[src/rtl/logic_pkg.sv]
// Shared widths, opcode encoding and buffered-entry layout for the logic result stage.
package logic_pkg;

  localparam int unsigned WIDTH = 64;
  localparam int unsigned TAG_W = 6;

  typedef enum logic [1:0] {
    OP_AND = 2'b00,
    OP_OR  = 2'b01,
    OP_XOR = 2'b10,
    OP_NOR = 2'b11
  } logic_op_e;

  typedef struct packed {
    logic [WIDTH-1:0] result;
    logic [TAG_W-1:0] tag;
    logic             zero;
    logic             neg;
  } logic_entry_t;

endpackage

[src/rtl/logic_skid_fifo.sv]
// Two-entry in-order buffer; slot 0 is always the head, slot 1 the entry behind it.
module logic_skid_fifo
  import logic_pkg::*;
(
  input  logic         clk,
  input  logic         reset_n,
  input  logic         flush,
  input  logic         push,
  input  logic         pop,
  input  logic_entry_t push_data,
  output logic_entry_t head_data,
  output logic         full,
  output logic         empty
);

  logic [1:0]   count_q, count_d;
  logic_entry_t slot0_q, slot0_d;
  logic_entry_t slot1_q, slot1_d;
  logic         push_ok, pop_ok;

  assign full      = (count_q == 2'd2);
  assign empty     = (count_q == 2'd0);
  assign head_data = slot0_q;
  assign push_ok   = push && !full;
  assign pop_ok    = pop && !empty;

  always_comb begin
    count_d = count_q;
    slot0_d = slot0_q;
    slot1_d = slot1_q;
    if (flush) begin
      count_d = '0;
    end else begin
      case ({push_ok, pop_ok})
        2'b10: begin
          if (empty) slot0_d = push_data;
          else       slot1_d = push_data;
          count_d = count_q + 2'd1;
        end
        2'b01: begin
          slot0_d = slot1_q;
          count_d = count_q - 2'd1;
        end
        2'b11: begin
          // Occupancy unchanged: the new entry lands directly behind whatever survives the pop.
          if (count_q == 2'd1) begin
            slot0_d = push_data;
          end else begin
            slot0_d = slot1_q;
            slot1_d = push_data;
          end
        end
        default: ;
      endcase
    end
  end

  always_ff @(posedge clk) begin
    if (!reset_n) begin
      count_q <= '0;
      slot0_q <= '0;
      slot1_q <= '0;
    end else begin
      count_q <= count_d;
      slot0_q <= slot0_d;
      slot1_q <= slot1_d;
    end
  end

endmodule

[src/rtl/logic_result_stage.sv]
// Selects the requested gate-array result, precomputes its flags and queues it for writeback.
module logic_result_stage
  import logic_pkg::*;
(
  input  logic             clk,
  input  logic             reset_n,
  input  logic             flush,
  input  logic             in_valid,
  output logic             in_ready,
  input  logic [1:0]       in_op,
  input  logic [WIDTH-1:0] in_and,
  input  logic [WIDTH-1:0] in_or,
  input  logic [WIDTH-1:0] in_xor,
  input  logic [WIDTH-1:0] in_nor,
  input  logic [TAG_W-1:0] in_tag,
  output logic             out_valid,
  input  logic             out_ready,
  output logic [WIDTH-1:0] out_result,
  output logic [TAG_W-1:0] out_tag,
  output logic             out_zero,
  output logic             out_neg
);

  logic [WIDTH-1:0] sel_result;
  logic_entry_t     new_entry;
  logic_entry_t     head_entry;
  logic             full, empty, push, pop;

  always_comb begin
    sel_result = '0;
    case (logic_op_e'(in_op))
      OP_AND:  sel_result = in_and;
      OP_OR:   sel_result = in_or;
      OP_XOR:  sel_result = in_xor;
      OP_NOR:  sel_result = in_nor;
      default: sel_result = '0;
    endcase
  end

  always_comb begin
    new_entry        = '0;
    new_entry.result = sel_result;
    new_entry.tag    = in_tag;
    new_entry.zero   = (sel_result == '0);
    new_entry.neg    = sel_result[WIDTH-1];
  end

  assign in_ready  = !full;
  assign out_valid = !empty;
  assign push      = in_valid && in_ready && !flush;
  assign pop       = out_valid && out_ready && !flush;

  logic_skid_fifo u_fifo (
    .clk       (clk),
    .reset_n   (reset_n),
    .flush     (flush),
    .push      (push),
    .pop       (pop),
    .push_data (new_entry),
    .head_data (head_entry),
    .full      (full),
    .empty     (empty)
  );

  // Stored slots keep stale data after a pop; gate so an empty stage reads all zeros.
  assign out_result = empty ? '0 : head_entry.result;
  assign out_tag    = empty ? '0 : head_entry.tag;
  assign out_zero   = !empty && head_entry.zero;
  assign out_neg    = !empty && head_entry.neg;

endmodule

[config.mk]
export PLATFORM = sky130hd
export DESIGN_NAME = logic_result_stage
export DESIGN_NICKNAME = d
export VERILOG_FILES = /design/src/rtl/logic_pkg.sv /design/src/rtl/logic_skid_fifo.sv /design/src/rtl/logic_result_stage.sv
export SDC_FILE = /design/constraint.sdc
export NUM_CORES = 1
export LEC_CHECK = 0
export CORE_MARGIN = 2
export CORE_UTILIZATION = 45
export CTS_BUF_LIST = sky130_fd_sc_hd__clkbuf_8
export CTS_CLUSTER_DIAMETER = 200
export DETAILED_ROUTE_END_ITERATION = 8
export GPL_ROUTABILITY_DRIVEN = 1
export GPL_TIMING_DRIVEN = 1
export PLACE_DENSITY = 0.83
export SLEW_MARGIN = 40
export SYNTH_ARGS = -nofsm -noshare
export SYNTH_HDL_FRONTEND = slang
export SYNTH_HIERARCHICAL = 1
export SYNTH_SLANG_ARGS = --single-unit
[constraint.sdc]
create_clock -name clk -period 4.8 [get_ports clk]
set_input_delay 1.2 -clock clk [delete_from_list [all_inputs] [get_ports clk]]
set_output_delay 1.2 -clock clk [all_outputs]
set_load 0.1 [all_outputs]
[Word-level counts from Yosys, hierarchy flattened]
Cells that the tools add are included.
Cells by class
  add/subtract/negate cells: 2
  equality and inequality tests: 11
  multiplexer cells: 10
  bitwise operators: 2
  reduce and logical (&&, ||, !) cells: 20
Operators by type and width (count)
  $mux W72: 4
  $pmux W64 S4: 1
  $pmux W72 S3: 1
  $pmux W72 S2: 1
  $logic_not A64 Y1: 1
  $mux W64: 1
  $eq A2 B2 Y1 const B: 5
  $logic_and A1 B1 Y1: 8
  $eq A2 B1 Y1 const B: 3
  $mux W6: 1
  $ne A2 B2 Y1 const B: 3
  $logic_not A2 Y1: 2
  $pmux W2 S2: 1
  $reduce_and A4 Y1: 1
  $reduce_bool A2 Y1: 2
  $logic_not A1 Y1: 3
  $reduce_and A3 Y1: 1
  $reduce_bool A3 Y1: 1
  $add A2 B1 Y2 const B: 1
  $not A1 Y1: 2
  $reduce_or A2 Y1: 1
  $sub A2 B1 Y2 const B: 1
Storage, ports and cells
  flip-flop bits (word level): 146
  output and inout port bits: 74
  logic and storage cells: 54

[Logic depth before layout (Yosys ltp)]
Gate-level depths: netlist of run 1.
  depth after elaboration: 8
  gate-level depth with buffers: 14
  gate-level depth less buffers: 9

[Modules after synthesis]
The synthesis of run 1 kept the hierarchy.
Modules (own cells, without submodules)
  logic_skid_fifo: instances 1, cells an instance 804, area each 7184.4 um2
  logic_result_stage: instances 1, cells an instance 183, area each 2174.6 um2

[Worst setup path after synthesis of run 1]
No wires, ideal clock.
  kind: register to output
  from: register u_fifo.count_q[0]
  to: output out_result[0]
  data arrival time: 2.430 ns
  required time: 3.600 ns
  path slack: 1.170 ns
  stages on the path, launching flop included: 6
  path buffers: 2
  cells stage by stage: dfxtp_1 -> inv_1 -> ha_1 -> clkbuf_1 -> buf_1 -> nor2b_1
Between the ends
  cells in the longest elaborated chain, start to end: 2
Ends and longest elaborated chain
  start, declared: RTL line logic_skid_fifo.sv:16  | logic [1:0] count_q, count_d;
  start signal, assigned: RTL line logic_skid_fifo.sv:64  | count_q <= count_d;
  $logic_not A2 Y1: RTL line logic_skid_fifo.sv:22  | assign empty = (count_q == 2'd0);
  named net empty: RTL line logic_result_stage.sv:27  | logic full, empty, push, pop;
  $mux W64: RTL line logic_result_stage.sv:66  | assign out_result = empty ? '0 : head_entry.result;
  end, declared: RTL line logic_result_stage.sv:18  | output logic [WIDTH-1:0] out_result,
The timed path passes the listed nets, and every way through them passes these cells.

[Final worst setup path of run 1]
  from: input flush
  to: register u_fifo.slot0_q (netlist bit u_fifo/head_data[57])
Between the ends
  cells in the longest elaborated chain, start to end: 6
  elaborated cells between the ends (all ways): 13
  classes of those cells: eq/ne: 4; mux: 1; bitwise: 1; reduce/logical: 7
Ends and longest elaborated chain
  start, declared: RTL line logic_result_stage.sv:7  | input logic flush,
  $logic_not A1 Y1 (*): RTL line logic_result_stage.sv:51  | assign pop = out_valid && out_ready && !flush;
  $logic_and A1 B1 Y1 (*): RTL line logic_result_stage.sv:51
  named net pop: RTL line logic_result_stage.sv:27
  $logic_and A1 B1 Y1 (*): RTL line logic_skid_fifo.sv:25  | assign pop_ok = pop && !empty;
  $eq A2 B2 Y1 or $eq A2 B1 Y1 (tied branches): RTL line logic_skid_fifo.sv:34  | case ({push_ok, pop_ok})
  $ne A2 B2 Y1 (no source line) or $reduce_bool A3 Y1 (tied branches)
  $reduce_and A3 Y1 (no source line)
  end signal, assigned: RTL line logic_skid_fifo.sv:65  | slot0_q <= slot0_d;
  end, declared: RTL line logic_skid_fifo.sv:17  | logic_entry_t slot0_q, slot0_d;
The timed path passes the listed nets; every way through them passes the cells marked *.
A chain may end at the register's enable or synchronous reset.

==> flow_summary_export.csv, run 1 <==
group,metric,value,unit
outcome,status,"finished clean",
cts,cts_setup_buffers,0,
final_layout,finalNetCount,1513,
setup_path,worst-setup-path-type,"in2reg",
flow_run,cap_violations,0,
placed_design,place_area,12400,um^2
final_layout,area_growth,37.1,%
final_layout,final_cell_area,12800,um^2
logic_synthesis,yosysSeqAreaShare,31.2,%
timing,min_period,3.77,ns
cts,insertion_delay,0.45,ns
timing,slew_headroom,39.8,%
placed_design,hpwl,23800,um
cts,h-tree-depth,4,
global_routing,grt_start_max_net_pins,86,
cts,cts_hold_buffers,0,
timing,final.period_utilization,78.5,%
floorplanning,num_io_pins,343,
floorplanning,die-area,22000,um^2
floorplanning,core_area,20300,um^2
cts,cts_tree,"built",
placed_design,globalplace.congestion,0.831,
global_routing,globalRouteOverflowTotal,0,
detailed_routing,avgRoutedWirePerCell,23.8,um
detailed_routing,ant_nets,0,
setup_path,cp-start-kind,"input port",
floorplanning,start_util,46.1,%
global_routing,grt_pass1_vias,9912,
global_routing,use_met2,50.4,%
global_routing,grt_use_met3,6.13,%
detailed_routing,drcViolationCount,0,
setup_path,crit_fanout,73,
hold_path,hold_path_class,"reg2reg",
cts,cts_root_buffer,"clkbuf_8",
logic_synthesis,avgSynthCellArea,9.48,um^2
setup_path,end_kind,"register",
logic_synthesis,ys_types,33,
power,power_density,241,nW/um^2
detailed_routing,drtIter0Drc,1188,
setup_path,arrival,4.12,ns
detailed_routing,firstDrtPassIters,5,
logic_synthesis,yosysWarnings,6,
logic_synthesis,ys_ff_latch,146,
timing,worstMarginPinSlew,0.903,ns
detailed_routing,vias_per_cell,6.71,
logic_synthesis,synth.net_count,1264,
cts,clk_pin_slew,0.08,ns
placed_design,pre_cts_ws,0.636,ns
timing,fmax,265,MHz
global_routing,antenna_found_initial,1,
cts,cts_resized,0,
global_routing,grt_usage,31.5,%
power,power.total,0.00309,W
setup_path,worstPathRequired,5.15,ns
cts,clock_path_buffers,2,
timing,grt_setup_unrepaired,"no",
detailed_routing,routed_wl,36200,um
timing,layout_setup_ws,1.03,ns
global_routing,grt_pass1_wl,55200,um
global_routing,met1_usage,42.5,%
timing,slew_violations,0,
logic_synthesis,synth_edf_count,0,
timing,finalClockSkew,0.0107,ns
power,power_leakage,4.13,nW
power,peakVddDrop,0.000167,V
timing,setup_viol,0,
detailed_routing,vias,10200,
floorplanning,die_w,148,um
floorplanning,num_rows,52,
floorplanning,die_h,148,um
placed_design,portBuffers,342,
global_routing,grt_busiest_layer,"met2",
logic_synthesis,netlist_instances,987,
logic_synthesis,synthesis.area,9360,um^2
cts,cts.sinks,146,
final_layout,fill_cells,1708,
timing,fin_tns_setup,0,ns
logic_synthesis,ys.flop_type,"dfxtp_1",
timing,hold_viol,0,
cts,numCtsBuffers,17,
final_layout,drive_gt1_share,17.6,%
logic_synthesis,async_reset_ff_share,0,%
-- worst paths after layout --
path	startpoint	to	slack [ns]	cells after the start
max	flush	u_fifo/head_data[57]$_SDFFE_PN0P_	1.03	9
min	u_fifo/slot1_q[23]$_SDFFE_PN0P_	u_fifo/slot1_q[23]$_SDFFE_PN0P_	0.47	2
max reg2reg	u_fifo/count_q[0]$_SDFFE_PP0P_	u_fifo/head_data[57]$_SDFFE_PN0P_	1.17	11
min reg2reg	u_fifo/slot1_q[23]$_SDFFE_PN0P_	u_fifo/slot1_q[23]$_SDFFE_PN0P_	0.47	2
-- layout make-up --
type	count	area, um^2	share of cell area [%]
multi-input combinational	691	5710	44.5
antenna	1	2.50	0.0195
inverter	7	33.8	0.263
sequential	146	2920	22.8
clock inverter	11	163	1.27
clock buffer	19	262	2.04
tap	270	338	2.63
timing repair buffer	373	3400	26.5
-- layout by cell type, fill, tap and decap left out, drive strengths merged --
| cell | count |
|---|---|
| a21oi | 145 |
| diode | 1 |
| bufinv | 4 |
| o211ai | 144 |
| buf | 107 |
| o21ai | 72 |
| xnor2 | 2 |
| nand4 | 4 |
| ha | 8 |
| inv | 10 |
| a311oi | 72 |
| nor2b | 76 |
| clkbuf | 19 |
| dfxtp | 146 |
| nand2b | 4 |
| a21o | 1 |
| clkinv | 3 |
| nor3 | 1 |
| nor3b | 2 |
| clkdlybuf4s50 | 266 |
| o31ai | 72 |
| nor4 | 17 |
| clkinvlp | 1 |
| and2 | 2 |
| mux4 | 64 |
| nor2 | 4 |
| a211oi | 1 |
-- metal layers --
metal	part of all wire [%]	routed length, um	vias up
li1	-	-	4461
met1	39	14100	4927
met2	47	17100	710
met3	10	3660	86
met4	3.6	1310	2
met5	0.028	10	-
-- cell families after synthesis --
| logic type | Yosys count | synth area share, % |
|---|---|---|
| AOI/OAI and AO/OA | 507 | 36.1 |
| adders and majority gates | 8 | 1.07 |
| muxes | 64 | 15.4 |
| xor gates and xnor gates | 2 | 0.187 |
| and+or+nand+nor | 110 | 7.50 |
| DFF | 146 | 31.2 |
| buffers and inverters | 150 | 8.48 |
-- critical path, cell delays in order --
cell,delay (ns)
clkdlybuf4s50_1,0.44
nor3b_1,0.24
nand2b_2,0.14
inv_4,0.07
buf_4,0.63
ha_2,0.34
buf_4,0.48
o211ai_1,0.19
a311oi_1,0.33
-- through the flow --
stage          hold WS [ns]  cells  utilization [%]
3_3_place_gp          0.454   1485             62.7
3_5_place_dp          0.460   1486             61.0
6_report              0.472   1518             63.2
4_1_cts               0.473   1516             63.1
5_1_grt               0.486   1517             63.2
2_1_floorplan         0.449    987                -
-- registers in the layout (all words and copies together) (netlist names) --
name / count
u_fifo/head_data: 72
u_fifo/slot1_q: 72
u_fifo/count_q: 2
-- report_power, final --
part | switching [W] | internal [W] | total [W]
Combinational | 0.000379 | 0.000374 | 0.000753
Sequential | 0.0000237 | 0.00125 | 0.00128
Clock | 0.000476 | 0.000585 | 0.00106
Total | 0.000879 | 0.00221 | 0.00309
-- synthesized netlist by cell type (all sizes together), types with 8 or more instances --
| master | count | area share (%) |
|---|---|---|
| nor2b | 76 | 5.1 |
| o21ai | 72 | 3.9 |
| a21oi | 145 | 7.8 |
| nor4 | 17 | 1.2 |
| o31ai | 72 | 5.8 |
| a311oi | 72 | 7.0 |
| mux4 | 64 | 15 |
| dfxtp | 146 | 31 |
| ha | 8 | 1.1 |
| buf | 92 | 6.1 |
| o211ai | 144 | 12 |
| clkbuf | 51 | 2.1 |
(Power assumes the default switching activity.)
==> run 2: changes to the inputs <==
==> constraint.sdc (replaced) <==
create_clock -name clk -period 3.49 [get_ports clk]
set_input_delay 0.8725 -clock clk [delete_from_list [all_inputs] [get_ports clk]]
set_output_delay 0.8725 -clock clk [all_outputs]
set_load 0.1 [all_outputs]
==> flow_summary_export.csv, run 2 (synthesis gave the netlist of run 1 again) <==
group,metric,value,unit
hold_path,hold_path_class,"reg2reg",
global_routing,antenna_found_initial,0,
cts,cts_root_buffer,"clkbuf_8",
floorplanning,start_util,46.1,%
cts,cts.sinks,146,
cts,clk_pin_slew,0.08,ns
placed_design,portBuffers,342,
setup_path,worstPathRequired,3.87,ns
outcome,status,"finished clean",
floorplanning,num_io_pins,343,
cts,numCtsBuffers,17,
cts,cts_tree,"built",
floorplanning,num_rows,52,
final_layout,seq_area,2920,um^2
final_layout,drive_gt1_share,18.9,%
timing,fin_tns_setup,0,ns
final_layout,fill_cells,1691,
cts,h-tree-depth,4,
power,peakVddDrop,0.000258,V
detailed_routing,routed_wl,37000,um
final_layout,area_growth,42.2,%
final_layout,finalNetCount,1532,
detailed_routing,vias,10300,
detailed_routing,ant_nets,0,
global_routing,globalRouteOverflowTotal,0,
final_layout,multi_input_area,5710,um^2
global_routing,grt_pass1_vias,9906,
timing,finalClockSkew,0.0185,ns
setup_path,cp-start-kind,"input port",
placed_design,globalplace.congestion,0.859,
cts,clock_path_buffers,2,
timing,grt_setup_unrepaired,"no",
timing,slew_violations,0,
floorplanning,die-area,22000,um^2
timing,worstMarginPinSlew,0.859,ns
timing,slew_headroom,42.8,%
cts,cts_setup_buffers,0,
detailed_routing,drcViolationCount,0,
cts,cts_hold_buffers,0,
final_layout,layout_commonest_cell,"clkdlybuf4s50_1",
floorplanning,die_h,148,um
timing,setup_viol,0,
cts,insertion_delay,0.47,ns
final_layout,final_cell_mix,"266 x clkdlybuf4s50_1, 146 x dfxtp_1, 144 x o211ai_1, 144 x a21oi_1, 99 x buf_4",
power,power_leakage,4.24,nW
power,power_density,312,nW/um^2
detailed_routing,firstDrtPassIters,5,
flow_run,cap_violations,0,
setup_path,arrival,3.48,ns
floorplanning,core_area,20300,um^2
floorplanning,die_w,148,um
detailed_routing,avgRoutedWirePerCell,24.0,um
timing,min_period,3.10,ns
placed_design,hpwl,25200,um
global_routing,grt_usage,32.7,%
detailed_routing,drtIter0Drc,1442,
global_routing,grt_pass1_wl,56600,um
cts,cts_resized,0,
setup_path,worst-setup-path-type,"in2reg",
timing,holdWs,0.476,ns
setup_path,end_kind,"register",
timing,final.period_utilization,88.9,%
detailed_routing,vias_per_cell,6.68,
setup_path,crit_fanout,14,
global_routing,grt_start_max_net_pins,73,
timing,fmax,322,MHz
timing,hold_viol,0,
[run 2: path summary, 6_finish.rpt]
kind / from / end / depth (start not counted) / slack [ns]
setup / recovery: in_op[0] / u_fifo/head_data[1]$_SDFFE_PN0P_ / 9 / 0.39
hold / removal: u_fifo/slot1_q[67]$_SDFFE_PN0P_ / u_fifo/slot1_q[67]$_SDFFE_PN0P_ / 2 / 0.48
setup reg to reg: u_fifo/count_q[0]$_SDFFE_PP0P_ / u_fifo/head_data[11]$_SDFFE_PN0P_ / 10 / 0.56
hold reg to reg: u_fifo/slot1_q[67]$_SDFFE_PN0P_ / u_fifo/slot1_q[67]$_SDFFE_PN0P_ / 2 / 0.48
[run 2: final cells by class]
| type | instances | share of cell area (%) |
|---|---|---|
| Antenna cell | 1 | 0.0188 |
| Clock buffer | 17 | 1.76 |
| Clock inverter | 15 | 1.09 |
| Inverter | 7 | 0.235 |
| Multi-Input combinational cell | 691 | 42.9 |
| Sequential cell | 146 | 22.0 |
| Tap cell | 270 | 2.54 |
| Timing Repair Buffer | 392 | 29.5 |
[run 2: where the power goes]
| part | switching [W] | total, W | internal, W |
|---|---|---|---|
| registers | 0.0000306 | 0.00175 | 0.00172 |
| clock network | 0.000702 | 0.00133 | 0.000627 |
| logic | 0.000527 | 0.00107 | 0.000543 |
| total | 0.00126 | 0.00415 | 0.00289 |
[run 2: metal layers]
metal / track usage [%] / up-vias / routed length [um]
li1: - / 4506 / -
met1: 44.1 / 4940 / 14600
met2: 52.2 / 749 / 17700
met3: 6.84 / 81 / 3570
met4: 11.1 / 0 / 1120
met5: 0 / - / 0
[run 2: per-stage QoR]
step | util, % | instance area (um^2) | total power, W | cells | worst slack [ns]
global placement | 63.5 | 12900 | 0.00282 | 1504 | -0.0343
detailed placement | 63.7 | 12900 | 0.00285 | 1506 | -0.0594
global route | 65.5 | 13300 | 0.00428 | 1538 | 0.300
CTS | 65.5 | 13300 | 0.00414 | 1538 | 0.426
floorplan | - | 9360 | 0.00233 | 987 | 0.188
finish | 65.5 | 13300 | 0.00415 | 1539 | 0.388
[run 2: worst max-delay path: stages]
cell and delay, ns:
buf_4 0.16, buf_12 0.19, buf_12 0.18, mux4_2 0.58, nor4_1 0.50, nand4_1 0.21, nor4_2 0.34, o21ai_0 0.14
a311oi_1 0.27
